### src/rtl/id_ex_reg.sv
// ID/EX pipeline register with load-use hazard detection and EX-stage
// forwarding select generation.
module id_ex_reg #(
  parameter int unsigned DATA_W = 32
) (
  input  logic              clk,
  input  logic              rst_n,
  input  logic [DATA_W-1:0] id_pc,
  input  logic [DATA_W-1:0] id_val_rn,
  input  logic [DATA_W-1:0] id_val_rm,
  input  logic [3:0]        id_src1,
  input  logic [3:0]        id_src2,
  input  logic [3:0]        id_dest,
  input  logic [3:0]        id_exe_cmd,
  input  logic [11:0]       id_shift_op,
  input  logic              id_valid,
  input  logic              id_two_src,
  input  logic              id_imm,
  input  logic              id_wb_en,
  input  logic              id_mem_r_en,
  input  logic              id_mem_w_en,
  input  logic              id_b,
  input  logic              id_s,
  input  logic              freeze,
  input  logic              flush,
  input  logic              forward_en,
  input  logic [3:0]        mem_dest,
  input  logic [3:0]        wb_dest,
  input  logic              mem_wb_en,
  input  logic              wb_wb_en,
  output logic [DATA_W-1:0] ex_pc,
  output logic [DATA_W-1:0] ex_val_rn,
  output logic [DATA_W-1:0] ex_val_rm,
  output logic [3:0]        ex_src1,
  output logic [3:0]        ex_src2,
  output logic [3:0]        ex_dest,
  output logic [3:0]        ex_exe_cmd,
  output logic [11:0]       ex_shift_op,
  output logic              ex_valid,
  output logic              ex_two_src,
  output logic              ex_imm,
  output logic              ex_wb_en,
  output logic              ex_mem_r_en,
  output logic              ex_mem_w_en,
  output logic              ex_b,
  output logic              ex_s,
  output logic [1:0]        sel_src1,
  output logic [1:0]        sel_src2,
  output logic              hazard
);

  typedef struct packed {
    logic [DATA_W-1:0] pc;
    logic [DATA_W-1:0] val_rn;
    logic [DATA_W-1:0] val_rm;
    logic [3:0]        src1;
    logic [3:0]        src2;
    logic [3:0]        dest;
    logic [3:0]        exe_cmd;
    logic [11:0]       shift_op;
    logic              valid;
    logic              two_src;
    logic              imm;
    logic              wb_en;
    logic              mem_r_en;
    logic              mem_w_en;
    logic              b;
    logic              s;
  } stage_t;

  stage_t id_d;
  stage_t ex_q;
  logic   ex_hit;
  logic   mem_hit;
  logic   load_use;
  logic   no_fwd_dep;

  assign id_d = {id_pc, id_val_rn, id_val_rm, id_src1, id_src2, id_dest,
                 id_exe_cmd, id_shift_op, id_valid, id_two_src, id_imm,
                 id_wb_en, id_mem_r_en, id_mem_w_en, id_b, id_s};

  // Stage register: reset/flush/bubble all clear, freeze holds, else load.
  always_ff @(posedge clk) begin
    if (!rst_n || flush || (!freeze && hazard)) begin
      ex_q <= '0;
    end else if (!freeze) begin
      ex_q <= id_d;
    end
  end

  // ID sources against EX and MEM destinations.
  always_comb begin
    ex_hit     = (id_src1 == ex_q.dest) | (id_two_src & (id_src2 == ex_q.dest));
    mem_hit    = (id_src1 == mem_dest)  | (id_two_src & (id_src2 == mem_dest));
    load_use   = ex_q.valid & ex_q.mem_r_en & ex_hit;
    no_fwd_dep = ~forward_en & ((ex_q.valid & ex_q.wb_en & ex_hit) | (mem_wb_en & mem_hit));
    hazard     = id_valid & (load_use | no_fwd_dep);
  end

  // Forwarding selects; MEM result takes priority over WB result.
  always_comb begin
    sel_src1 = 2'd0;
    sel_src2 = 2'd0;
    if (ex_q.valid && forward_en) begin
      if (mem_wb_en && (mem_dest == ex_q.src1)) begin
        sel_src1 = 2'd1;
      end else if (wb_wb_en && (wb_dest == ex_q.src1)) begin
        sel_src1 = 2'd2;
      end
      if (ex_q.two_src) begin
        if (mem_wb_en && (mem_dest == ex_q.src2)) begin
          sel_src2 = 2'd1;
        end else if (wb_wb_en && (wb_dest == ex_q.src2)) begin
          sel_src2 = 2'd2;
        end
      end
    end
  end

  assign ex_pc       = ex_q.pc;
  assign ex_val_rn   = ex_q.val_rn;
  assign ex_val_rm   = ex_q.val_rm;
  assign ex_src1     = ex_q.src1;
  assign ex_src2     = ex_q.src2;
  assign ex_dest     = ex_q.dest;
  assign ex_exe_cmd  = ex_q.exe_cmd;
  assign ex_shift_op = ex_q.shift_op;
  assign ex_valid    = ex_q.valid;
  assign ex_two_src  = ex_q.two_src;
  assign ex_imm      = ex_q.imm;
  assign ex_wb_en    = ex_q.wb_en;
  assign ex_mem_r_en = ex_q.mem_r_en;
  assign ex_mem_w_en = ex_q.mem_w_en;
  assign ex_b        = ex_q.b;
  assign ex_s        = ex_q.s;

endmodule

### config.mk
export PLATFORM = sky130hd
export DESIGN_NAME = id_ex_reg
export DESIGN_NICKNAME = d
export VERILOG_FILES = /design/src/rtl/id_ex_reg.sv
export SDC_FILE = /design/constraint.sdc
export NUM_CORES = 1
export LEC_CHECK = 0
export CAP_MARGIN = 20
export CORE_MARGIN = 4
export CORE_UTILIZATION = 45
export DETAILED_ROUTE_END_ITERATION = 16
export PLACE_DENSITY = 0.95
export SLEW_MARGIN = 20
export SYNTH_ARGS = -nofsm -noshare
export SYNTH_HDL_FRONTEND = slang
export SYNTH_SLANG_ARGS = --single-unit
### constraint.sdc
create_clock -name clk -period 4.48 [get_ports clk]
set_input_delay 0.896 -clock clk [delete_from_list [all_inputs] [get_ports clk]]
set_output_delay 0.896 -clock clk [all_outputs]
set_load 0.02 [all_outputs]
==> results.ini, run 1 <==
[route]
detailed_route_via_count = 5247
drc = 0
avgViaCountPerCell = 5.49
routed_wirelength_um = 18700
ant_nets = 0
detail_route.iter0.violations = 332
drt_pass1_iterations = 4
wl_per_cell_um = 19.5

[pwr]
power-per-cell-area_mw_per_mm2 = 337
irDropWorstVdd_mv = 0.208
power_mw = 3.21
power.leakage_nw = 3.52
clk_pwr_share = 0.456
comb_power_share = 0.157
internal-power_mw = 2.41
power.net_switching_mw = 0.800
power.sequential.fraction = 0.387
switching_share = 0.249

[die]
dieWidth_um = 124
die_height_um = 124
ios = 284
core_area_mm2 = 0.0132
core.rowCount = 42
die_area_mm2 = 0.0153
initial_core_util = 0.458

[min_path]
min_from = ex_mem_w_en
timing.hold.worst_path_depth = 2
endpoint_of_the_worst_hold_path = ex_mem_w_en
hold_path_class = reg -> reg

[clocking]
clk-insertion-delay-late_ns = 0.41
htree_levels = 4
clockBufferDepth = 2
number_of_cts_inserted_buffers = 17
cts_repair_resize_count = 0
master_cell_of_the_clock_root_buffer = sky130_fd_sc_hd__clkbuf_16
worst_setup_hold_path_clk_slew_ns = 0.05
clkSinkCount = 132
cts_setup_buffers = 0
clock_tree_from_tritoncts = done
hold_buffers = 0

[synth]
synth_nets = 664
synth_sequential_area_ratio = 0.438
number_of_enable_type_register_cells_in_the_synthesized_netlist = 0
netlist_instances = 517
postSynthAreaPerCell_um2 = 11.7
synth.ff_latch_count = 132
yosysUniqueCellTypes = 28
async_flop_share = 0
ys.flop_type = sky130_fd_sc_hd__dfxtp_1
ys.warnings.count = 0
mappedNetlistArea_mm2 = 0.00604

[final_layout]
multi_input_combinational_cell_area_mm2 = 0.00311
layout_overhead_on_the_synthesized_area_pct = 57.8
finalNetCount = 913
antenna_cells = 0
fillerInstances = 896
seq_area_mm2 = 0.00264
finalCoreUtilization = 0.722
drive_gt1_frac = 0.145

[sta]
layout_worst_path_cycle_share = 0.894
post-route-min-period_ns = 4.01
final.setup_skew_ns = 0.00747
fin_ws_ns = 0.474
final_max_slew_viol_count = 0
fmax_mhz = 250
worstMarginPinSlew_ns = 0.928
rsz0062_at_grt = no
final-hold-violation-count = 0
setup_viol_count_final = 0
slew_headroom = 0.381
final.setup.tns_ns = 0

[grt]
grtUsageTotal = 0.236
grt_pass1_vias = 5350
number_of_antenna_violations_at_the_first_check_in_global_routing = 0
grt_overflow_total = 0
grt_first_pass_wirelength_um = 28000
grt_start_max_net_pins = 133

[critical_path]
crit-reg2reg-launch = ex_dest[0]
worst-r2r-setup-slack_ns = 2.18
cp_data_required_time_ns = 3.58
crit-reg2reg-capture = ex_val_rn[27]
worst-r2r-cell-count = 6
critical_path_arrival_ns = 3.11
timing.critical_path.to_type = output port
setup.worst_path.start_class = input pin
timing.setup.critical_path_class = in -> out
critical_path_peak_fanout = 4

[placed_design]
gp_congestion = 0.871
place_hpwl_um = 13100
port-buffer-count = 283
post-place-ws_ns = 0.473

[run_status]
run_status = completed

[job]
max-cap-violations = 0

[worst max-delay path by stage]
stage | start | endpoint | cells after the start
finish | mem_dest[0] | hazard | 7
global route | id_src2[3] | hazard | 7
CTS | mem_dest[1] | hazard | 6
detailed placement | mem_dest[1] | hazard | 6
global placement | mem_dest[1] | hazard | 6
floorplan | id_src2[3] | hazard | 7
[through the flow]
step                      hold slack (ns)  area (µm²)  instances
after global routing                0.548        9520        955
after global placement              0.518        8890        923
after detailed placement            0.528        8890        923
final                               0.531        9520        955
after floorplan                     0.600        6040        517
after CTS                           0.536        9520        955
[logic make-up (layout without fill, tap and decap cells)]
kind of cell / count (synthesis) / in the layout / synth area share
compound gates: 137 / 137 / 0.228
buf+inv: 63 / 325 / 0.0508
mux: 131 / 131 / 0.217
xor+xnor: 29 / 29 / 0.0421
flops: 132 / 132 / 0.438
simple gates: 25 / 25 / 0.0243
[layout make-up]
class | count | share of cell area
Multi-Input combinational cell | 322 | 0.326
Clock inverter | 12 | 0.0173
Tap cell | 176 | 0.0231
Inverter | 3 | 0.00118
Clock buffer | 20 | 0.0490
Sequential cell | 132 | 0.277
Timing Repair Buffer | 290 | 0.306
[synthesized netlist by cell type, types with 2 or more instances]
master                       n  area share
sky130_fd_sc_hd__nor2b_1     3      0.0031
sky130_fd_sc_hd__a211oi_2   70        0.15
sky130_fd_sc_hd__nand3_1     2      0.0017
sky130_fd_sc_hd__dfxtp_1   132        0.44
sky130_fd_sc_hd__mux2i_1   131        0.22
sky130_fd_sc_hd__xor2_1     15       0.022
sky130_fd_sc_hd__nor3_1      2      0.0017
sky130_fd_sc_hd__nor4_1      4      0.0041
sky130_fd_sc_hd__clkbuf_1   44       0.027
sky130_fd_sc_hd__or4_1       2      0.0025
sky130_fd_sc_hd__a211oi_1   62       0.077
sky130_fd_sc_hd__buf_6       8       0.015
sky130_fd_sc_hd__xnor2_1    14       0.020
sky130_fd_sc_hd__nand4_1     2      0.0021
sky130_fd_sc_hd__inv_1       3      0.0019
sky130_fd_sc_hd__nand2_1     4      0.0025
sky130_fd_sc_hd__buf_2       8      0.0066
[per-layer routing]
layer	track usage	vias to the layer above	wire length [µm]
li1	-	2455	-
met1	0.259	2487	6990
met2	0.407	257	9350
met3	0.0713	48	1610
met4	0.127	0	719
met5	0	-	0
[critical path, cell delays in order]
cell                              delay [ns]
sky130_fd_sc_hd__clkdlybuf4s50_1        0.55
sky130_fd_sc_hd__xnor2_1                0.19
sky130_fd_sc_hd__nand3_1                0.10
sky130_fd_sc_hd__nor4_1                 0.06
sky130_fd_sc_hd__or4_4                  0.57
sky130_fd_sc_hd__and2_1                 0.18
sky130_fd_sc_hd__clkdlybuf4s50_1        0.56
[power groups by stage]
stage          registers [mW]  logic, mW  clock network [mW]
2_1_floorplan            1.31      0.204                   0
3_3_place_gp             1.26      0.488                   0
3_5_place_dp             1.27      0.502                   0
4_1_cts                  1.24      0.506                1.49
5_1_grt                  1.24      0.533                1.55
6_report                 1.24      0.504                1.46
[placed cells by master, fill, tap and decap left out, drive strengths merged]
| cell type | netlist | final |
|---|---|---|
| clkinvlp | 0 | 3 |
| inv | 3 | 8 |
| dfxtp | 132 | 132 |
| and2 | 1 | 1 |
| o22ai | 1 | 1 |
| a21oi | 1 | 1 |
| xnor2 | 14 | 14 |
| nor4b | 1 | 1 |
| nor4 | 4 | 4 |
| a222oi | 1 | 1 |
| nand2 | 4 | 4 |
| mux2i | 131 | 131 |
| clkinv | 0 | 1 |
| nor2b | 3 | 3 |
| buf | 16 | 8 |
| or4 | 2 | 2 |
| and4 | 1 | 1 |
| a211oi | 132 | 132 |
| nor2 | 1 | 1 |
| nor3 | 2 | 2 |
| xor2 | 15 | 15 |
| nand3 | 2 | 2 |
| nand4 | 2 | 2 |
| clkbuf | 44 | 20 |
| nand2b | 1 | 1 |
| o211ai | 1 | 1 |
| bufinv | 0 | 3 |
| o21ai | 1 | 1 |
| clkdlybuf4s50 | 0 | 282 |
| and3 | 1 | 1 |
[registers in the layout, indices dropped and copies added (netlist names)]
signal,flops
ex_shift_op,12
ex_pc,32
ex_mem_r_en,1
ex_mem_w_en,1
ex_val_rn,32
ex_val_rm,32
ex_s,1
ex_imm,1
ex_b,1
ex_src2,4
ex_dest,4
ex_wb_en,1
ex_src1,4
ex_two_src,1
ex_exe_cmd,4
ex_valid,1
No activity file was read; power rests on OpenSTA's default activity.
==> inputs of run 2 (changes only) <==
CORE_MARGIN = 2   (was 4)
==> run 2 against run 1 <==
  * Sequential power is essentially flat
  * Sequential cell count is the same
  * Highest routed layer unchanged
  * Largest power group unchanged
  * First-iteration DRC count grew 14%
  * Via count shrank 0.51%
  * Critical path type unchanged
  * Critical endpoint unchanged
  * Die area shrank 6.4%
  * Setup slack lost 0.094 ns
  * Non-clock buffer count shrank 2
  * Register-to-register slack lost 0.07 ns
==> results.ini, run 2 (synthesis results as in run 1) <==
[min_path]
hold_path_class = reg -> reg

[die]
initial_core_util = 0.458  ; unchanged
core_area_mm2 = 0.0132  ; unchanged
die_area_mm2 = 0.0144  ; -6.4%
core.rowCount = 42  ; unchanged
dieWidth_um = 120  ; -3.2%
die_height_um = 120  ; -3.2%
ios = 284  ; unchanged

[grt]
number_of_antenna_violations_at_the_first_check_in_global_routing = 0  ; unchanged
grtUsageTotal = 0.247  ; +0.0115
grt_overflow_total = 0  ; unchanged
grt_pass1_vias = 5397  ; +0.88%
grt_start_max_net_pins = 133  ; unchanged
grt_first_pass_wirelength_um = 28100  ; +0.27%

[clocking]
clkSinkCount = 132  ; unchanged
master_cell_of_the_clock_root_buffer = sky130_fd_sc_hd__clkbuf_16
worst_setup_hold_path_clk_slew_ns = 0.05  ; about the same
number_of_cts_inserted_buffers = 17  ; unchanged
cts_setup_buffers = 0  ; unchanged
htree_levels = 4  ; unchanged
clock_tree_from_tritoncts = done
hold_buffers = 0  ; unchanged
clk-insertion-delay-late_ns = 0.41  ; about the same
cts_repair_resize_count = 0  ; unchanged
clockBufferDepth = 2  ; unchanged

[placed_design]
port-buffer-count = 283  ; unchanged
place_hpwl_um = 12200  ; -7.1%
dpl_cell_area_mm2 = 0.00888  ; -0.17%
gp_congestion = 0.913  ; +4.9%

[route]
ant_nets = 0  ; unchanged
drc = 0  ; unchanged
avgViaCountPerCell = 5.48  ; -0.31%
wl_per_cell_um = 19.2  ; -1.9%
detail_route.iter0.violations = 380  ; +14%
detailed_route_via_count = 5220  ; -0.51%
routed_wirelength_um = 18300  ; -2.1%
drt_pass1_iterations = 7  ; +3

[critical_path]
worstPathCellList = clkdlybuf4s50_1, xnor2_1, nand3_1, nor4_1, or4_4, and2_1, clkdlybuf4s50_1
worstSetupPathDepth = 7  ; unchanged
timing.critical_path.to_type = output port
timing.critical_path.to = hazard
critical_path.startpoint = mem_dest[0]
crit-reg2reg-launch = ex_dest[0]
crit-reg2reg-capture = ex_two_src
library_cell_contributing_the_largest_single_delay_on_the_critical_path = sky130_fd_sc_hd__clkdlybuf4s50_1
critical-path-top-delay-family = buffers and inverters
slowest_delay_ns = 0.63  ; +0.06 ns
setup.worst_path.start_class = input pin
critical_path_buf_inv_count = 2  ; unchanged
critical_path_peak_fanout = 4  ; unchanged
cp_data_required_time_ns = 3.58  ; about the same
timing.setup.critical_path_class = in -> out
critical_path_arrival_ns = 3.20  ; +0.09 ns
worst-r2r-cell-count = 6  ; unchanged
worst-r2r-setup-slack_ns = 2.11  ; -0.07 ns
critical_path.most_common_cell = sky130_fd_sc_hd__clkdlybuf4s50_1

[final_layout]
design_area_mm2 = 0.00955  ; +0.28%
fillerInstances = 886  ; -1.1%
layout_overhead_on_the_synthesized_area_pct = 58.2
finalNetCount = 911  ; -0.22%
commonest_cells_after_routing_fill_and_taps_aside = 282 x sky130_fd_sc_hd__clkdlybuf4s50_1, 132 x sky130_fd_sc_hd__dfxtp_1, 131 x sky130_fd_sc_hd__mux2i_1
antenna_cells = 0  ; unchanged
drive_gt1_frac = 0.143  ; -0.00220
layout_commonest_cell = sky130_fd_sc_hd__clkdlybuf4s50_1

[pwr]
switching_share = 0.235  ; -0.0144
clk_pwr_share = 0.473  ; +0.017
irDropWorstVdd_mv = 0.209  ; +0.82%
internal-power_mw = 2.54  ; +5.2%
comb_power_share = 0.152  ; -0.005
power-per-cell-area_mw_per_mm2 = 347  ; +3.0%
power.leakage_nw = 3.53  ; +0.34%
power.net_switching_mw = 0.778  ; -2.7%
power.sequential.fraction = 0.375  ; -0.012

[sta]
final_max_slew_viol_count = 0  ; unchanged
slew_headroom = 0.300  ; -0.0817
setup_viol_count_final = 0  ; unchanged
fmax_mhz = 244  ; -2.3%
layout_worst_path_cycle_share = 0.915  ; +0.0209
final.setup_skew_ns = 0.00607  ; -0.00140 ns
worstMarginPinSlew_ns = 1.05  ; +0.122 ns
final-hold-violation-count = 0  ; unchanged
final.setup.tns_ns = 0  ; unchanged
rsz0062_at_grt = no
post-route-min-period_ns = 4.10  ; +0.0938 ns

[run_status]
run_status = completed

[job]
max-cap-violations = 0  ; unchanged

==> run 2: cell count changes in the layout (fill, tap and decap cells not counted) <==
cell | previous run | this run
sky130_fd_sc_hd__buf_4 | 5 | 3
sky130_fd_sc_hd__buf_6 | 1 | 0
sky130_fd_sc_hd__bufinv_16 | 3 | 6
sky130_fd_sc_hd__clkbuf_8 | 3 | 2
sky130_fd_sc_hd__clkinv_2 | 0 | 4
sky130_fd_sc_hd__clkinv_4 | 1 | 0
sky130_fd_sc_hd__inv_6 | 5 | 1
==> run 2: power by group through the flow <==
stage,Clock [mW],Combinational [mW],Sequential (mW)
6_report,1.57,0.503,1.24
5_1_grt,1.65,0.531,1.25
3_5_place_dp,0,0.499,1.27
3_3_place_gp,0,0.486,1.26
4_1_cts,1.59,0.503,1.24
2_1_floorplan,0,0.204,1.31
==> run 2: worst min-delay path by stage <==
stage / end / depth (start not counted) / slack [ns] / start
after global placement: ex_pc[16] / 2 / 0.52 / ex_pc[16]
after global routing: ex_pc[7] / 2 / 0.56 / ex_pc[7]
after detailed placement: ex_pc[8] / 2 / 0.53 / ex_pc[8]
after floorplan: ex_val_rn[25] / 2 / 0.60 / ex_val_rn[25]
final: ex_pc[7] / 2 / 0.53 / ex_pc[7]
after CTS: ex_pc[7] / 2 / 0.54 / ex_pc[7]
==> run 2: final cells by class <==
class                      count  area [µm²]  share of cell area
sequential                   132        2640               0.277
multi-input combinational    322        3110               0.325
clock inverter                14         231              0.0242
inverter                       3        11.3             0.00118
tap                          176         220              0.0231
timing repair buffer         288        2900               0.304
clock buffer                  18         439              0.0460
==> run 2: routing by layer <==
layer / up-vias / track usage / share of wire
met1: 2458 / 0.277 / 0.39
met4: 0 / 0.118 / 0.034
met2: 258 / 0.430 / 0.50
li1: 2457 / - / -
met5: - / 0 / 0
met3: 47 / 0.0732 / 0.071
==> run 2: tightest hold or removal path, cell delays in order, from the launching register on <==
cell and delay [ns]:
sky130_fd_sc_hd__dfxtp_1 0.31, sky130_fd_sc_hd__mux2i_1 0.12, sky130_fd_sc_hd__a211oi_1 0.05
==> run 2: through the flow <==
| stage | std cells | setup WS, ns | util | hold slack (ns) | total power [mW] |
|---|---|---|---|---|---|
| global route | 953 | 0.265 | 0.724 | 0.556 | 3.43 |
| detailed placement | 921 | 0.426 | 0.673 | 0.527 | 1.77 |
| CTS | 953 | 0.392 | 0.724 | 0.537 | 3.33 |
| floorplan | 517 | 1.42 | - | 0.600 | 1.51 |
| finish | 953 | 0.380 | 0.724 | 0.533 | 3.31 |
| global placement | 921 | 0.502 | 0.673 | 0.519 | 1.75 |
